[config.mk]
export PLATFORM = sky130hd
export DESIGN_NAME = load_store_unit
export DESIGN_NICKNAME = d
export VERILOG_FILES = /design/src/rtl/load_store_unit_pkg.sv /design/src/rtl/lsu_load_align.sv /design/src/rtl/load_store_unit.sv
export SDC_FILE = /design/constraint.sdc
export NUM_CORES = 1
export LEC_CHECK = 0
export ABC_AREA = 0
export BUFFER_PORTS_ARGS = -buffer_cell sky130_fd_sc_hd__buf_2
export CAP_MARGIN = 10
export CORE_AREA = 4 4 129 131
export CTS_BUF_LIST = sky130_fd_sc_hd__clkbuf_4
export CTS_CLUSTER_DIAMETER = 50
export DETAILED_ROUTE_END_ITERATION = 7
export DIE_AREA = 0 0 133 135
export PLACE_DENSITY = 0.73
export SKIP_LAST_GASP = 1
export SLEW_MARGIN = 10
export SYNTH_ARGS = -nofsm -noshare
export SYNTH_HDL_FRONTEND = slang
export SYNTH_SLANG_ARGS = --single-unit
[constraint.sdc]
create_clock -name clk -period 2.53 [get_ports clk]
set_input_delay 0.253 -clock clk [delete_from_list [all_inputs] [get_ports clk]]
set_output_delay 0.253 -clock clk [all_outputs]
set_load 0.02 [all_outputs]
[src/rtl/load_store_unit_pkg.sv]
`default_nettype none
// +------------------------------------------------------------------------+
// | Module   : load_store_unit_pkg                                          |
// | Purpose  : Shared constants for the load/store unit. Includes the       |
// |            RV32I opcode and func3 encodings, the LSU state encoding,    |
// |            the byte-lane masks and func3 legality helpers.              |
// | Ports    : none (package)                                              |
// | Revision : 1.0 - initial release                                       |
// +------------------------------------------------------------------------+
package load_store_unit_pkg;

   // RV32I major opcodes handled by the LSU
   localparam logic [6:0] c_op_l   = 7'b0000011;
   localparam logic [6:0] c_op_s   = 7'b0100011;

   // Load func3 encodings
   localparam logic [2:0] c_f3_lb  = 3'b000;
   localparam logic [2:0] c_f3_lh  = 3'b001;
   localparam logic [2:0] c_f3_lw  = 3'b010;
   localparam logic [2:0] c_f3_lbu = 3'b100;
   localparam logic [2:0] c_f3_lhu = 3'b101;

   // Store func3 encodings
   localparam logic [2:0] c_f3_sb  = 3'b000;
   localparam logic [2:0] c_f3_sh  = 3'b001;
   localparam logic [2:0] c_f3_sw  = 3'b010;

   // func3[1:0] gives the access size for both loads and stores
   localparam logic [1:0] c_size_b = 2'b00;
   localparam logic [1:0] c_size_h = 2'b01;
   localparam logic [1:0] c_size_w = 2'b10;

   // Byte-lane masks before shifting into position
   localparam logic [3:0] c_lane_b = 4'b0001;
   localparam logic [3:0] c_lane_h = 4'b0011;
   localparam logic [3:0] c_lane_w = 4'b1111;

   // LSU state encoding (2-bit)
   typedef enum logic [1:0] {
      LSU_IDLE = 2'd0,
      LSU_REQ  = 2'd1,
      LSU_WAIT = 2'd2,
      LSU_DONE = 2'd3
   } lsu_state_t;

   // True when func3 is a legal encoding for the given operation class
   function automatic logic f3_legal(input logic is_store, input logic [2:0] f3);
      logic ok;
      ok = 1'b0;
      if (is_store) begin
         ok = (f3 == c_f3_sb) || (f3 == c_f3_sh) || (f3 == c_f3_sw);
      end else begin
         ok = (f3 == c_f3_lb)  || (f3 == c_f3_lh)  || (f3 == c_f3_lw) ||
              (f3 == c_f3_lbu) || (f3 == c_f3_lhu);
      end
      return ok;
   endfunction

endpackage : load_store_unit_pkg
`default_nettype wire

[src/rtl/lsu_load_align.sv]
`default_nettype none
// +------------------------------------------------------------------------+
// | Module   : lsu_load_align                                              |
// | Purpose  : Combinational load-data aligner. Selects the addressed       |
// |            byte/half of the raw memory word and sign- or zero-extends   |
// |            it according to func3.                                      |
// | Ports    : func3  in  3   load func3                                   |
// |            a      in  2   byte offset within the word                  |
// |            rdata  in  32  raw read word                                |
// |            result out 32  aligned/extended load value                  |
// | Revision : 1.0 - initial release                                       |
// +------------------------------------------------------------------------+
module lsu_load_align
   import load_store_unit_pkg::*;
(
   input  logic [2:0]  func3,
   input  logic [1:0]  a,
   input  logic [31:0] rdata,
   output logic [31:0] result
);

   logic [7:0]  w_byte;
   logic [15:0] w_half;

   always_comb begin
      w_byte = rdata[7:0];
      case (a)
         2'd0:    w_byte = rdata[7:0];
         2'd1:    w_byte = rdata[15:8];
         2'd2:    w_byte = rdata[23:16];
         default: w_byte = rdata[31:24];
      endcase
   end

   // a[0] is ignored for halves: the top level has already aligned it
   assign w_half = a[1] ? rdata[31:16] : rdata[15:0];

   always_comb begin
      result = 32'd0;
      case (func3)
         c_f3_lb:  result = {{24{w_byte[7]}}, w_byte};
         c_f3_lh:  result = {{16{w_half[15]}}, w_half};
         c_f3_lw:  result = rdata;
         c_f3_lbu: result = {24'd0, w_byte};
         c_f3_lhu: result = {16'd0, w_half};
         default:  result = 32'd0;
      endcase
   end

endmodule : lsu_load_align
`default_nettype wire

[src/rtl/load_store_unit.sv]
`default_nettype none
// +------------------------------------------------------------------------+
// | Module   : load_store_unit                                             |
// | Purpose  : RV32I load/store unit. Accepts one EX-stage request, drives  |
// |            a req/gnt/rvalid data-memory port with byte enables, aligns  |
// |            and extends load data, and returns a one-cycle writeback.    |
// | Config   : MISALIGN_TRAP_EN - when defined, misaligned half/word ops    |
// |            complete with err=1 without touching memory; otherwise the   |
// |            low address bits are forced to natural alignment.           |
// | Params   : ADDR_W   data-memory address width                          |
// |            MAX_WAIT cycles allowed in REQ/WAIT before error (0 = none)  |
// | Ports    : clk, rst_n (async active-low)                               |
// |            EX side : req_valid, req_ready, opcode, func3, alu_addr,     |
// |                      st_data, rd_in                                    |
// |            Memory  : dm_req, dm_we, dm_addr, dm_wdata, dm_gnt,          |
// |                      dm_rvalid, dm_rdata                               |
// |            WB side : wb_valid, wb_we, wb_rd, wb_data, err               |
// | Revision : 1.0 - initial release                                       |
// +------------------------------------------------------------------------+
module load_store_unit
   import load_store_unit_pkg::*;
#(
   parameter int ADDR_W   = 32,
   parameter int MAX_WAIT = 255
)(
   input  logic              clk,
   input  logic              rst_n,
   input  logic              req_valid,
   output logic              req_ready,
   input  logic [6:0]        opcode,
   input  logic [2:0]        func3,
   input  logic [31:0]       alu_addr,
   input  logic [31:0]       st_data,
   input  logic [4:0]        rd_in,
   output logic              dm_req,
   output logic [3:0]        dm_we,
   output logic [ADDR_W-1:0] dm_addr,
   output logic [31:0]       dm_wdata,
   input  logic              dm_gnt,
   input  logic              dm_rvalid,
   input  logic [31:0]       dm_rdata,
   output logic              wb_valid,
   output logic              wb_we,
   output logic [4:0]        wb_rd,
   output logic [31:0]       wb_data,
   output logic              err
);

   localparam int             CNT_W      = (MAX_WAIT < 2) ? 1 : $clog2(MAX_WAIT + 1);
   localparam logic [CNT_W-1:0] c_max_wait = CNT_W'(MAX_WAIT);

   // ---------------------------------------------------------------------
   // State and latched request
   // ---------------------------------------------------------------------
   lsu_state_t        r_state;
   logic              r_is_load;
   logic [2:0]        r_f3;
   logic [1:0]        r_a_lo;
   logic [4:0]        r_rd;
   logic [CNT_W-1:0]  r_cnt;

   logic              r_req_ready;
   logic              r_dm_req;
   logic [3:0]        r_dm_we;
   logic [ADDR_W-1:0] r_dm_addr;
   logic [31:0]       r_dm_wdata;
   logic              r_wb_valid;
   logic              r_wb_we;
   logic [4:0]        r_wb_rd;
   logic [31:0]       r_wb_data;
   logic              r_err;

   // ---------------------------------------------------------------------
   // Request decode (only meaningful in IDLE)
   // ---------------------------------------------------------------------
   logic              w_is_load;
   logic              w_is_store;
   logic              w_accept;
   logic              w_trap;
   logic [1:0]        w_size;
   logic [1:0]        w_a_lo;
   logic [3:0]        w_we;
   logic [31:0]       w_wdata;
   logic [CNT_W-1:0]  w_cnt_inc;
   logic              w_timeout;
   logic [31:0]       w_load_data;

   assign w_is_load  = (opcode == c_op_l);
   assign w_is_store = (opcode == c_op_s);
   assign w_accept   = req_valid && r_req_ready && (w_is_load || w_is_store);
   assign w_size     = func3[1:0];

`ifdef MISALIGN_TRAP_EN
   logic w_misal;
   assign w_misal = ((w_size == c_size_h) && alu_addr[0]) ||
                    ((w_size == c_size_w) && (alu_addr[1:0] != 2'b00));
   assign w_trap  = !f3_legal(w_is_store, func3) || w_misal;
`else
   assign w_trap  = !f3_legal(w_is_store, func3);
`endif

   // Offset forced to natural alignment; with the trap enabled a misaligned
   // op never reaches here, so forcing is a no-op in that build.
   always_comb begin
      w_a_lo = 2'b00;
      case (w_size)
         c_size_b: w_a_lo = alu_addr[1:0];
         c_size_h: w_a_lo = {alu_addr[1], 1'b0};
         default:  w_a_lo = 2'b00;
      endcase
   end

   always_comb begin
      w_we    = 4'b0000;
      w_wdata = 32'd0;
      if (w_is_store) begin
         case (w_size)
            c_size_b: begin
               w_we    = c_lane_b << w_a_lo;
               w_wdata = {4{st_data[7:0]}};
            end
            c_size_h: begin
               w_we    = c_lane_h << w_a_lo;
               w_wdata = {2{st_data[15:0]}};
            end
            c_size_w: begin
               w_we    = c_lane_w;
               w_wdata = st_data;
            end
            default: begin
               w_we    = 4'b0000;
               w_wdata = 32'd0;
            end
         endcase
      end
   end

   // Timeout fires on the cycle the count would reach MAX_WAIT
   assign w_cnt_inc = r_cnt + CNT_W'(1);
   assign w_timeout = (MAX_WAIT != 0) && (w_cnt_inc == c_max_wait);

   lsu_load_align u_align (
      .func3  (r_f3),
      .a      (r_a_lo),
      .rdata  (dm_rdata),
      .result (w_load_data)
   );

   // ---------------------------------------------------------------------
   // FSM with registered outputs
   // ---------------------------------------------------------------------
   always_ff @(posedge clk or negedge rst_n) begin
      if (!rst_n) begin
         r_state     <= LSU_IDLE;
         r_is_load   <= 1'b0;
         r_f3        <= 3'd0;
         r_a_lo      <= 2'd0;
         r_rd        <= 5'd0;
         r_cnt       <= '0;
         r_req_ready <= 1'b1;
         r_dm_req    <= 1'b0;
         r_dm_we     <= 4'b0000;
         r_dm_addr   <= '0;
         r_dm_wdata  <= 32'd0;
         r_wb_valid  <= 1'b0;
         r_wb_we     <= 1'b0;
         r_wb_rd     <= 5'd0;
         r_wb_data   <= 32'd0;
         r_err       <= 1'b0;
      end else begin
         case (r_state)
            LSU_IDLE: begin
               if (w_accept) begin
                  r_is_load   <= w_is_load;
                  r_f3        <= func3;
                  r_a_lo      <= w_a_lo;
                  r_rd        <= w_is_load ? rd_in : 5'd0;
                  r_cnt       <= '0;
                  r_req_ready <= 1'b0;
                  if (w_trap) begin
                     // Illegal or trapped op: report without a memory access
                     r_state    <= LSU_DONE;
                     r_wb_valid <= 1'b1;
                     r_wb_we    <= 1'b0;
                     r_wb_rd    <= w_is_load ? rd_in : 5'd0;
                     r_wb_data  <= 32'd0;
                     r_err      <= 1'b1;
                  end else begin
                     r_state    <= LSU_REQ;
                     r_dm_req   <= 1'b1;
                     r_dm_we    <= w_we;
                     r_dm_addr  <= {alu_addr[ADDR_W-1:2], 2'b00};
                     r_dm_wdata <= w_wdata;
                  end
               end
            end

            LSU_REQ: begin
               if (dm_gnt) begin
                  r_dm_req <= 1'b0;
                  r_dm_we  <= 4'b0000;
                  if (!r_is_load) begin
                     r_state    <= LSU_DONE;
                     r_wb_valid <= 1'b1;
                     r_wb_we    <= 1'b0;
                     r_wb_rd    <= r_rd;
                     r_wb_data  <= 32'd0;
                  end else if (dm_rvalid) begin
                     // Zero-latency memory: grant and data in the same cycle
                     r_state    <= LSU_DONE;
                     r_wb_valid <= 1'b1;
                     r_wb_we    <= 1'b1;
                     r_wb_rd    <= r_rd;
                     r_wb_data  <= w_load_data;
                  end else begin
                     r_state <= LSU_WAIT;
                     r_cnt   <= '0;
                  end
               end else if (w_timeout) begin
                  r_state    <= LSU_DONE;
                  r_dm_req   <= 1'b0;
                  r_dm_we    <= 4'b0000;
                  r_wb_valid <= 1'b1;
                  r_wb_we    <= 1'b0;
                  r_wb_rd    <= r_rd;
                  r_wb_data  <= 32'd0;
                  r_err      <= 1'b1;
               end else begin
                  r_cnt <= w_cnt_inc;
               end
            end

            LSU_WAIT: begin
               if (dm_rvalid) begin
                  r_state    <= LSU_DONE;
                  r_wb_valid <= 1'b1;
                  r_wb_we    <= 1'b1;
                  r_wb_rd    <= r_rd;
                  r_wb_data  <= w_load_data;
               end else if (w_timeout) begin
                  r_state    <= LSU_DONE;
                  r_wb_valid <= 1'b1;
                  r_wb_we    <= 1'b0;
                  r_wb_rd    <= r_rd;
                  r_wb_data  <= 32'd0;
                  r_err      <= 1'b1;
               end else begin
                  r_cnt <= w_cnt_inc;
               end
            end

            default: begin
               // LSU_DONE: writeback pulse lasts exactly one cycle
               r_state     <= LSU_IDLE;
               r_req_ready <= 1'b1;
               r_wb_valid  <= 1'b0;
               r_wb_we     <= 1'b0;
               r_wb_rd     <= 5'd0;
               r_wb_data   <= 32'd0;
               r_err       <= 1'b0;
            end
         endcase
      end
   end

   assign req_ready = r_req_ready;
   assign dm_req    = r_dm_req;
   assign dm_we     = r_dm_we;
   assign dm_addr   = r_dm_addr;
   assign dm_wdata  = r_dm_wdata;
   assign wb_valid  = r_wb_valid;
   assign wb_we     = r_wb_we;
   assign wb_rd     = r_wb_rd;
   assign wb_data   = r_wb_data;
   assign err       = r_err;

endmodule : load_store_unit
`default_nettype wire

==> out/qor.csv <==
stage,metric,value,unit
cts,clock_path_buffers,2,
cts,cts_tree,built,
placement,io_buffer_count,223,
logic_synthesis,synth-edff-count,0,
cts,path_clk_slew,0.13,ns
worst_setup_path,cp_max_fo,32,
finish,layout_commonest_cell,buf_2,
logic_synthesis,syn_inst,606,
placement,dp.cells,1026,
finish,final_cell_mix,"222 x buf_2, 128 x dfrtp_1, 87 x dlygate4sd3_1",
cts,cts_buffers,17,
routing,ant_nets,0,
floorplan,core.rowCount,46,
cts,ctsRootBufferMaster,clkbuf_4,
outcome,status,finished clean,
cts,cts_sinks,129,
timing,slew_viol_final,0,
timing,worst_slew_pin_slew,0.5538,ns
floorplan,die_w,133,um
cts,clock_latency,0.54,ns
timing,finClkSkew,0.02025,ns
logic_synthesis,syn_area,0.006441,mm^2
floorplan,die-height,135,um
power,switching_share,37.26,%
placement,place_congestion,0.8509,
timing,period_share,94.76,%
logic_synthesis,synth_cell_type_count,58,
finish,drive_gt1_share,36.71,%
routing,drc,0,
worst_hold_path,holdCritPathClass,in -> reg,
worst_setup_path,arrival,2.80,ns
timing,setup_viol,0,
logic_synthesis,synth-main-ff-cell,dfrtp_1,
routing,drtIter0Drc,372,
logic_synthesis,ys_warn_count,0,
routing,num_vias,6131,
worst_hold_path,hold_path_depth,3,
power,seqPwrFrac,37.9,%
timing,hold_ws,0.05420,ns
floorplan,io_pins,226,
logic_synthesis,avgSynthCellArea,10.63,um^2
power,p_leak,4.523,nW
timing,hold_viol,0,
logic_synthesis,synthArstFlopShare,100.0,%
worst_setup_path,cpMaxStageDelayCell,or3_1,
worst_setup_path,worst_ep_required_time,2.93,ns
routing,wl_per_cell,18.07,um
global_route,grt_pass1_vias,6357,
worst_setup_path,critPathMaxStageDelay,0.46,ns
finish,areaGrowthSynthToFinish,41.26,%
routing,routed_via_density,5.345,
global_route,antenna_found_initial,3,
logic_synthesis,synth-seq-cells,129,
worst_setup_path,ff2ff_path_depth,7,
timing,min_period,2.397,ns
power,p_int,4.071,mW
worst_setup_path,crit_chain,nand3_1 -> or3_1 -> a211oi_4 -> and3_2 -> o21ai_2 -> buf_4 -> o2bb2ai_1,
floorplan,coreArea,0.01560,mm^2
logic_synthesis,yosysSeqAreaShare,50.14,%
floorplan,initial_utilization,41.30,%
worst_setup_path,critPathLaunchType,flop,
power,p_per_area,713.2,mW/mm^2
worst_setup_path,end_kind,flop,
cts,cts.htree.levels,4,
job,max_cap_violations,0,
worst_setup_path,crit_type,reg -> reg,
global_route,grt_pass1_wl,33.06,mm
placement,dp_hpwl,13.82,mm
floorplan,dieArea,0.01796,mm^2
power,ir_drop,0.0004110,V
global_route,grt_max_degree,57,
power,clockPowerShare,26.9,%
power,combinationalPowerShare,35.2,%
timing,fmax,0.4171,GHz
finish,fill_cells,1307,
routing,drtPass1Iterations,7,
timing,max_slew_margin,62.99,%
finish,final_nets,1039,
routing,drt_wl_total,20.72,mm
power,switchingPower,2.418,mW
global_route,grt_overflow,0,
finish,instances_no_fill,1147,
global_route,grtUsageTotal,23.24,%
==> synth_stat cells (2+ instances only) <==
library cell / n / share of area [%]
dfrtp_1: 128 / 50
o221ai_1: 4 / 0.54
nand2_1: 73 / 4.3
mux4_2: 8 / 2.8
a21o_1: 3 / 0.35
clkbuf_1: 31 / 1.8
a31oi_1: 7 / 0.68
buf_6: 3 / 0.52
nand4_1: 9 / 0.87
nand3_1: 5 / 0.39
mux2_2: 39 / 6.8
a222oi_1: 7 / 1.1
o22ai_1: 2 / 0.19
inv_1: 18 / 1.0
and3_1: 4 / 0.39
ha_1: 7 / 1.4
a32oi_1: 2 / 0.27
a221oi_1: 7 / 0.95
and2_1: 2 / 0.19
a41oi_1: 2 / 0.27
nor2_1: 26 / 1.5
buf_4: 2 / 0.23
buf_2: 7 / 0.54
mux2i_1: 20 / 3.1
or3_1: 2 / 0.19
nor2b_1: 13 / 1.3
nor3_1: 5 / 0.39
xnor2_1: 2 / 0.27
buf_1: 2 / 0.12
nand2b_1: 3 / 0.29
or2_2: 2 / 0.19
a21oi_1: 41 / 3.2
o2bb2ai_1: 32 / 4.4
o21ai_0: 37 / 2.9
o31ai_1: 28 / 3.3
==> per-stage QoR <==
step | setup TNS (ns) | total power, mW | util (%) | worst slack (ns) | area (um^2)
CTS | 0 | 6.509 | 58.17 | 0.1046 | 9072
finish | 0 | 6.489 | 58.33 | 0.1326 | 9099
global placement | 0 | 4.601 | 50.28 | 0.2180 | 7843
global route | -0.004931 | 6.886 | 58.33 | -0.003515 | 9099
detailed placement | 0 | 4.632 | 50.28 | 0.1814 | 7843
floorplan | 0 | 3.951 | - | 0.3350 | 6445
==> layer usage <==
layer / wire length, um / up-vias / part of all wire (%) / GRT usage (%)
met5: 12 / - / 0.058 / 0
met4: 390 / 2 / 1.9 / 7.968
met3: 1737 / 31 / 8.4 / 7.601
met2: 10160 / 268 / 49 / 39.39
met1: 8429 / 2954 / 41 / 27.98
li1: - / 2876 / - / -
==> power groups by stage <==
| stage | clock (mW) | combinational [mW] | sequential (mW) |
|---|---|---|---|
| 2_1_floorplan | 0 | 1.28 | 2.67 |
| 3_3_place_gp | 0 | 2.11 | 2.49 |
| 3_5_place_dp | 0 | 2.14 | 2.49 |
| 4_1_cts | 1.79 | 2.26 | 2.45 |
| 5_1_grt | 1.88 | 2.52 | 2.49 |
| 6_report | 1.75 | 2.28 | 2.46 |
==> area by class of cell <==
| cell class | count | area, um^2 | area share [%] |
|---|---|---|---|
| Tap cell | 216 | 270.3 | 2.970 |
| Sequential cell | 129 | 3229 | 35.49 |
| Inverter | 18 | 67.56 | 0.7426 |
| Antenna cell | 2 | 5.005 | 0.05501 |
| Clock inverter | 15 | 231.5 | 2.544 |
| Multi-Input combinational cell | 415 | 2974 | 32.69 |
| Timing Repair Buffer | 335 | 2193 | 24.11 |
| Clock buffer | 17 | 127.6 | 1.403 |
==> logic make-up after synthesis <==
kind of cell / synth area share, %
DFF: 50.14
buffers and inverters: 4.273
xor gates and xnor gates: 0.4080
adders and majority gates: 1.360
and+or+nand+nor: 10.90
AOI/OAI and AO/OA: 20.14
other: 0.05822
muxes: 12.72
==> critical path: cells and delay by family, from the launching register on <==
kind                   cells  cell delay, ns
AO/OA/AOI/OAI              3            0.59
buffers and inverters      1            0.25
flip-flops                 1            0.44
AND/OR/NAND/NOR            3            0.96
==> repair_timing <==
item                                    in CTS  in global routing
endpoints found under the setup margin       0                 36
hold buffers                                87                  0
setup buffers                                0                  0
endpoints found under the hold margin      142                  0
gates resized for setup                      0                  4
==> flip-flops by register name, summed over array words and instances, names as in the netlist <==
| signal | flops |
|---|---|
| dm_addr | 30 |
| dm_req | 1 |
| dm_wdata | 32 |
| dm_we | 4 |
| err | 1 |
| r_a_lo | 2 |
| r_cnt | 8 |
| r_f3 | 3 |
| r_is_load | 1 |
| r_rd | 5 |
| r_state | 2 |
| req_ready | 1 |
| wb_data | 32 |
| wb_rd | 5 |
| wb_valid | 1 |
| wb_we | 1 |
==> final timing paths <==
check	from	end	slack, ns
worst max-delay path	r_cnt[1]	wb_data[21]	0.13
worst min-delay path	dm_rdata[27]	wb_data[11]	0.05
worst max register to register	r_cnt[1]	wb_data[21]	0.13
worst min register to register	dm_wdata[16]	dm_wdata[16]	0.48
max in group asynchronous	rst_n	dm_req	1.57
min in group asynchronous	rst_n	wb_data[17]	0.25
Note: power is estimated with default switching activity, not from simulation.
